<file path="src/rtl/traffic_intersection_ctrl.sv">
// Round-robin intersection controller: GREEN -> YELLOW -> ALL_RED per approach,
// demand-driven skipping, and a flashing-yellow maintenance mode.
module traffic_intersection_ctrl #(
  parameter int NUM_DIR      = 4,
  parameter int TW           = 8,
  parameter int TICK_DIV     = 50_000_000,
  parameter int YELLOW_TIME  = 3,
  parameter int ALL_RED_TIME = 1
) (
  input  logic                       clk,
  input  logic                       rst_n,
  input  logic [TW-1:0]              green_time,
  input  logic [NUM_DIR-1:0]         demand,
  input  logic                       flash_mode,
  output logic [NUM_DIR-1:0]         red,
  output logic [NUM_DIR-1:0]         yellow,
  output logic [NUM_DIR-1:0]         green,
  output logic [$clog2(NUM_DIR)-1:0] active_dir,
  output logic [TW-1:0]              phase_left,
  output logic                       in_flash
);

  localparam int DW = $clog2(NUM_DIR);
  localparam int PW = $clog2(TICK_DIV);

  localparam logic [TW-1:0] YELLOW_LD  = TW'(YELLOW_TIME);
  localparam logic [TW-1:0] ALL_RED_LD = TW'(ALL_RED_TIME);

  typedef enum logic [1:0] {
    ST_ALL_RED,
    ST_GREEN,
    ST_YELLOW,
    ST_FLASH
  } state_e;

  state_e             state_q, state_d;
  logic [PW-1:0]      presc_q, presc_d;
  logic [TW-1:0]      phase_left_q, phase_left_d;
  logic [DW-1:0]      active_dir_q, active_dir_d;
  logic [NUM_DIR-1:0] pending_q, pending_d;
  logic               flash_phase_q, flash_phase_d;

  logic               tick;
  logic [DW:0]        pick;
  logic [TW-1:0]      green_ld;

  // Returns {found, dir}: the first set request after 'last', wrapping to
  // 'last' itself. Scanning farthest-first lets the nearest match win.
  function automatic logic [DW:0] rr_pick(input logic [NUM_DIR-1:0] req,
                                          input logic [DW-1:0]      last);
    logic [DW:0]   res;
    logic [DW-1:0] idx;
    res = '0;
    for (int k = NUM_DIR; k >= 1; k--) begin
      idx = DW'((int'(last) + k) % NUM_DIR);
      if (req[idx]) res = {1'b1, idx};
    end
    return res;
  endfunction

  assign tick     = (presc_q == PW'(TICK_DIV - 1));
  assign presc_d  = tick ? '0 : presc_q + 1'b1;
  assign pick     = rr_pick(pending_q, active_dir_q);
  assign green_ld = (green_time == '0) ? TW'(1) : green_time;

  // NOTE: every variable gets a default before any branch, so no path leaves
  // it unassigned and no latch is inferred.
  always_comb begin
    state_d       = state_q;
    phase_left_d  = phase_left_q;
    active_dir_d  = active_dir_q;
    flash_phase_d = flash_phase_q;
    pending_d     = pending_q | demand;

    if (tick) begin
      if (state_q == ST_FLASH) begin
        if (!flash_mode) begin
          state_d       = ST_ALL_RED;
          phase_left_d  = ALL_RED_LD;
          flash_phase_d = 1'b0;
        end else begin
          flash_phase_d = ~flash_phase_q;
        end
      end else if (phase_left_q > TW'(1)) begin
        phase_left_d = phase_left_q - 1'b1;
      end else begin
        case (state_q)
          ST_GREEN: begin
            state_d      = ST_YELLOW;
            phase_left_d = YELLOW_LD;
          end
          ST_YELLOW: begin
            state_d      = ST_ALL_RED;
            phase_left_d = ALL_RED_LD;
          end
          default: begin
            if (flash_mode) begin
              state_d       = ST_FLASH;
              phase_left_d  = '0;
              flash_phase_d = 1'b1;
            end else if (pick[DW]) begin
              state_d                  = ST_GREEN;
              active_dir_d             = pick[DW-1:0];
              phase_left_d             = green_ld;
              // A request landing on the entry cycle is served by this green.
              pending_d[pick[DW-1:0]]  = 1'b0;
            end else begin
              phase_left_d = ALL_RED_LD;
            end
          end
        endcase
      end
    end
  end

  // NOTE: state registers use non-blocking assignments so every flop samples
  // the pre-edge values regardless of statement order.
  always_ff @(posedge clk or negedge rst_n) begin
    if (!rst_n) begin
      state_q       <= ST_ALL_RED;
      presc_q       <= '0;
      phase_left_q  <= ALL_RED_LD;
      active_dir_q  <= DW'(NUM_DIR - 1);
      pending_q     <= '0;
      flash_phase_q <= 1'b0;
    end else begin
      state_q       <= state_d;
      presc_q       <= presc_d;
      phase_left_q  <= phase_left_d;
      active_dir_q  <= active_dir_d;
      pending_q     <= pending_d;
      flash_phase_q <= flash_phase_d;
    end
  end

  always_comb begin
    red      = '1;
    yellow   = '0;
    green    = '0;
    in_flash = 1'b0;
    case (state_q)
      ST_GREEN: begin
        green[active_dir_q] = 1'b1;
        red[active_dir_q]   = 1'b0;
      end
      ST_YELLOW: begin
        yellow[active_dir_q] = 1'b1;
        red[active_dir_q]    = 1'b0;
      end
      ST_FLASH: begin
        red      = '0;
        yellow   = {NUM_DIR{flash_phase_q}};
        in_flash = 1'b1;
      end
      default: ;
    endcase
  end

  assign active_dir = active_dir_q;
  assign phase_left = phase_left_q;

endmodule

</file>
<file path="config.mk">
export PLATFORM = sky130hd
export DESIGN_NAME = traffic_intersection_ctrl
export DESIGN_NICKNAME = d
export VERILOG_FILES = /design/src/rtl/traffic_intersection_ctrl.sv
export SDC_FILE = /design/constraint.sdc
export NUM_CORES = 1
export LEC_CHECK = 0
export CAP_MARGIN = 10
export CORE_ASPECT_RATIO = 0.7
export CORE_MARGIN = 4
export CORE_UTILIZATION = 40
export CTS_BUF_LIST = sky130_fd_sc_hd__clkbuf_4
export DETAILED_ROUTE_END_ITERATION = 12
export PLACE_DENSITY = 0.62
export SYNTH_ARGS = -nofsm -noshare
export SYNTH_HDL_FRONTEND = slang
export SYNTH_SLANG_ARGS = --single-unit
</file>
<file path="constraint.sdc">
create_clock -name clk -period 2.35 [get_ports clk]
set_input_delay 0.47 -clock clk [delete_from_list [all_inputs] [get_ports clk]]
set_output_delay 0.47 -clock clk [all_outputs]
set_load 0.1 [all_outputs]
</file>
==> metrics.txt, run 1 <==
Rows 24; r2r setup slk 0.16 ns; H-tree levels 2; core area 6280 um^2; # DRC 0; critical path class flop to primary output; Routed Antenna Nets 0; top cell type's share of synthesized area 0.382; final hold viol count 0; Slew @ Worst Pin 0.792 ns; adder-cell share of the synthesized area 0.0525; global routing's busiest layer met1; slowest CP cell dfstp_4; Post-Synth Simple-Gate Area 0.262; Setup violations, final 0; crit path max fanout 7; worst rel slew slack 0.467; vias 2302; CP endpoint kind primary output; hold_buf cts 0; Post-synth ARST share 1.00; initial antenna violation count 0; Buf/Inv on CP 2; Power Density 365 nW/um^2; fin util 0.560; Compound-Gate Fraction of Synth Area 0.143; Yosys top cell by area dfrtp_1; register area share after synthesis 0.412; Post-synth EDFFs 0; IO buf count 37; most frequent cells in the layout dfrtp_1, buf_4, nor2_1; Sink Count 43; Final Max Tran Viols 0; fin crit share 0.956; Power, Total 1280 uW; Placer Congestion ~0.8; Clock Tree Root clkbuf_4; pin count of the biggest net entering global routing 19; Setup Buffers After CTS 0; Syn Std Cell Area ~2600 um^2; Die Width 105 um; RSZ-0062 raised after global routing no; #FFs+latches synth 43; TritonCTS clock tree built; main combinational cell family by area after synthesis simple AND/OR/NAND/NOR gates; cells after synthesis 281; most common cell after layout, fill and taps aside dfrtp_1; vias in the first global route roughly 2200; met3 Use GR 0.0415; CP Data Required Time 1.88 ns; syn avg cell area 9.32 um^2; CTS resizes 1; top area cells in the synthesized netlist dfrtp_1, ha_1, xnor2_1; first-pass GRT wire length 11100 um; Area Growth Syn to Fin 34.0%; status completed; most common flop cell mapped by yosys dfrtp_1; Pre-antenna DRT Iters 4; Clock transition at path regs 0.15 ns; leakage 0.00149 uW; gr usage total 0.176; Via density 5.51; I/O pins 38; syn_nets roughly 310; layout cell share with drive strength beyond 1 0.235; Avg WL per Cell 15.6 um; CP Data Arrival Time 1.78 ns; CTS buffer count 5; grt met1 use 0.286; worst-skew pair later-pin latency between 0.3 and 0.4 ns; crit path time final 2.25 ns; post-DP HPWL 5130 um; Hold/Removal Path Class input pin to asynchronous set/reset pin; mux contribution to synthesized area 0.0325; YS warnings 0; Max VDD drop around 0.2 mV; Routed WL ~6500 um; Overflow after GRT 0; max_cap viols 0; layout net count around 370; Setup Skew about 0.029 ns; worst-case clock buffer depth 2; Worst setup SP type flop; worst path cell trace inv_1, ha_2, a21oi_4, buf_12; DR iter-0 viols 138; critical path's top delay family flip-flops; Die Area 7930 um^2; post-synthesis xor/xnor area fraction 0.0669; initial core utilization 0.417; Peak Freq 445 MHz; ANT cells 0; met2 global-route usage 0.225; Distinct cells, synth 52; Critical Path Max Stage Delay just under 0.7 ns; Die Y 75.7 um
==> cell type report <==
class                   count  area (um^2)
clock inverters             3         46.3
multi-input cells         218         1540
well taps                  78         97.6
fillers                   549         2760
inverters                  10         37.5
flip-flops and latches     43         1090
clock buffers               5         37.5
repair buffers             61          663
==> worst register-to-register path, cell delays in order, from the launching register on <==
cell and delay (ns):
dfstp_4 0.70, buf_4 0.18, mux2i_1 0.19, nor2_1 0.09, o32a_1 0.33, a211oi_1 0.29
buf_4 0.20, mux2_2 0.16
==> state kept, by name, indices dropped and copies added, names as in the netlist <==
signal and count:
state_q 2, presc_q 26, active_dir 2, pending_q 4, flash_phase_q 1, phase_left 8
==> path summary, 6_finish.rpt <==
check                      cells after the start           from             to
max in group asynchronous                      2          rst_n  active_dir[0]
setup / recovery                               4  active_dir[1]         red[1]
hold / removal                                 1          rst_n     presc_q[9]
hold reg to reg                                1     presc_q[0]     presc_q[0]
setup reg to reg                               7  active_dir[0]  active_dir[0]
min in group clk                               1     presc_q[0]     presc_q[0]
==> Yosys cell counts (3+ instances only) <==
master and count:
a211oi_1 3, a21oi_1 12, a31oi_1 4, and2_1 7, and3_1 7, and4_1 4
buf_2 4, clkbuf_1 6, dfrtp_1 40, dfstp_2 3, ha_1 11, inv_1 10
mux2_2 4, mux2i_1 4, nand2_1 21, nand2b_1 6, nand3_1 15, nand4_1 5
nor2_1 23, nor3_1 11, nor3b_1 4, nor4_1 4, o21ai_0 9, o31ai_1 3
or3_1 3, or4_1 4, xnor2_1 11, xor2_1 9
==> cell families (layout without fill, tap and decap cells) <==
| family | Yosys count | after routing |
|---|---|---|
| XOR/XNOR | 20 | 20 |
| AO/OA/AOI/OAI | 55 | 55 |
| AND/OR/NAND/NOR | 124 | 124 |
| buffers and inverters | 20 | 79 |
| flip-flops | 43 | 43 |
| multiplexers | 8 | 8 |
| adder cells (fa/ha/maj) | 11 | 11 |
==> per-stage QoR <==
stage	area (um^2)	TNS, ns	setup WS [ns]	hold WS, ns	instances
detailed placement	3410	0	0.142	0.425	410
global route	3510	0	0.00735	0.0243	418
finish	3510	0	0.103	0.0129	418
CTS	3500	0	0.0333	0.00131	418
floorplan	2700	-0.468	-0.117	0.174	281
global placement	3410	0	0.199	0.421	410
==> routing by layer <==
metal  part of all wire  wire length [um]  vias to the layer above
li1                   -                 -                     1149
met1               0.57              3690                     1086
met2               0.36              2350                       62
met3              0.065               422                        5
met4             0.0081                53                        0
met5                  0                 0                        -
==> where the power goes <==
group / total (uW) / leakage [uW] / switching, uW / internal (uW)
registers: 740 / 0.000541 / 0.0000000000000791 / 740
logic: 47.5 / 0.000904 / 23.5 / 23.9
clock network: 493 / 0.0000418 / 266 / 227
Note: power is estimated with default switching activity, not from simulation.
==> inputs of run 2 (changes only) <==
--- a/config.mk
+++ b/config.mk
@@ -11,7 +11,8 @@
 export CORE_UTILIZATION = 40
 export CTS_BUF_LIST = sky130_fd_sc_hd__clkbuf_4
 export DETAILED_ROUTE_END_ITERATION = 12
-export PLACE_DENSITY = 0.62
+export DONT_BUFFER_PORTS = 1
+export PLACE_DENSITY = 0.54
 export SYNTH_ARGS = -nofsm -noshare
 export SYNTH_HDL_FRONTEND = slang
 export SYNTH_SLANG_ARGS = --single-unit
==> run 2 against run 1 <==
  * Utilization fell by 2.2 points
  * Non-clock buffer count decreased by 14
  * Worst hold slack better by 0.26 ns
  * Sequential share of layout area up 1.3 points
  * Register-to-register slack improved by 0.04 ns
  * Critical path type unchanged
  * Final cell count fell by 3.3%
  * Final area fell by 4.0%
  * Clock power down 4.7%
  * Maximum frequency up 0.72%
  * Combinational power shrank 52%
==> metrics.txt, run 2 (synthesis gave the netlist of run 1 again) <==
status completed; Via density between 5 and 6; worst-case clock buffer depth 2; layout net count 351; Overflow after GRT 0; Worst setup SP type flop; Peak Freq 448 MHz; pin count of the biggest net entering global routing between 40 and 50; worst rel slew slack 0.578; Die Area just under 8000 um^2; vias 2284; Sink Count 43; final hold viol count 0; CP Data Required Time roughly 1.9 ns; initial antenna violation count 0; CTS buffer count 5; Pre-antenna DRT Iters 4; first-pass GRT wire length roughly 11000 um; post-DP HPWL 5050 um; # DRC 0; worst hold margin 0.269 ns; Multi-input gate area about 1600 um^2; Reg area about 1100 um^2; share of total power in combinational logic 0.019; Hold/Removal Path Class input pin to flop; Area Growth Syn to Fin 28.7%; Largest Register presc_q; crit path max fanout 7; RSZ-0062 raised after global routing no; critical path class flop to primary output; Final Max Tran Viols 0; Routed Antenna Nets 0; sw frac 0.212; worst-skew pair later-pin latency 0.35 ns; IO buf count 0; leakage 0.00150 uW; Layout fillers 578; core area about 6300 um^2; Avg WL per Cell 16.4 um; Slew @ Worst Pin about 0.63 ns; max_cap viols 0; CP endpoint kind primary output; clock network power share 0.381; Flop pwr share 0.600; DR iter-0 viols 136; H-tree levels 2; initial core utilization 0.417; Internal 971 uW; fin util 0.537; Setup Skew 0.0149 ns; Routed WL 6640 um; Die Width 105 um; most common cell after layout, fill and taps aside dfrtp_1; Die Y 75.7 um; Max VDD drop 0.213 mV; vias in the first global route 2148; crit path time final 2.23 ns; gr usage total 0.175; most frequent cells in the layout dfrtp_1, buf_4, nor2_1; Placer Congestion ~0.79; Clock transition at path regs between 0.1 and 0.15 ns; ANT cells 0; r2r setup slk roughly 0.20 ns; Clock Tree Root clkbuf_4; fin crit share 0.949; Setup violations, final 0; Rows 24; Power Density 365 nW/um^2; TNS Setup 0 ns; CP Data Arrival Time 1.76 ns; I/O pins 38; layout cell share with drive strength beyond 1 0.239; Net Sw Power roughly 260 uW; TritonCTS clock tree built; max FFs per register 26
## run 2: path summary, 6_finish.rpt
check / startpoint / end / cells after the start
max: state_q[1] / red[0] / 5
min: demand[0] / pending_q[0] / 1
max reg2reg: presc_q[0] / state_q[0] / 6
min reg2reg: presc_q[0] / presc_q[0] / 1
max in group asynchronous: rst_n / active_dir[1] / 2
min in group asynchronous: rst_n / phase_left[3] / 2
## run 2: power by group through the flow
stage               Clock, uW  Combinational (uW)  Sequential, uW
finish                    470                23.0             740
global route              522                26.9             740
CTS                       488                24.3             740
detailed placement          0                1.69             754
global placement            0                1.71             754
floorplan                   0                1.55             754
## run 2: routing by layer
layer  share of wire  global-route usage  wire length (um)  vias up
li1                -                   -                 -     1121
met1            0.54               0.275              3620     1094
met2            0.40               0.243              2660       64
met3           0.049              0.0373               326        5
met4          0.0062              0.0408                41        0
met5               0                   0                 0        -
## run 2: worst max-delay path, cell delays in order, from the launching register on
cell and delay, ns:
dfrtp_1 0.43, inv_1 0.11, ha_2 0.34, nor2b_4 0.31, a21oi_4 0.06, buf_12 0.17
## run 2: layout make-up
type | count | area share
inverters | 10 | 0.0111
multi-input cells | 218 | 0.460
repair buffers | 47 | 0.152
well taps | 78 | 0.0289
flip-flops and latches | 43 | 0.324
clock inverters | 3 | 0.0130
clock buffers | 5 | 0.0111
## run 2: per-stage QoR
stage | area (um^2) | cells | setup WS (ns) | power [uW]
final | 3370 | 404 | 0.119 | 1230
after global routing | 3370 | 404 | 0.0528 | 1290
after CTS | 3350 | 402 | 0.0319 | 1250
after detailed placement | 3220 | 392 | 0.144 | 755
after global placement | 3220 | 392 | 0.167 | 755
after floorplan | 2700 | 281 | -0.117 | 755
## run 2: what timing repair did
item                       4_1_cts  5_1_grt
setup endpoints to repair        4       10
gates cloned                     0        0
pin swaps                        0        1
gates resized for setup          1        2
hold endpoints to repair        43        0
setup buffers                    0        2
hold buffers                     2        0
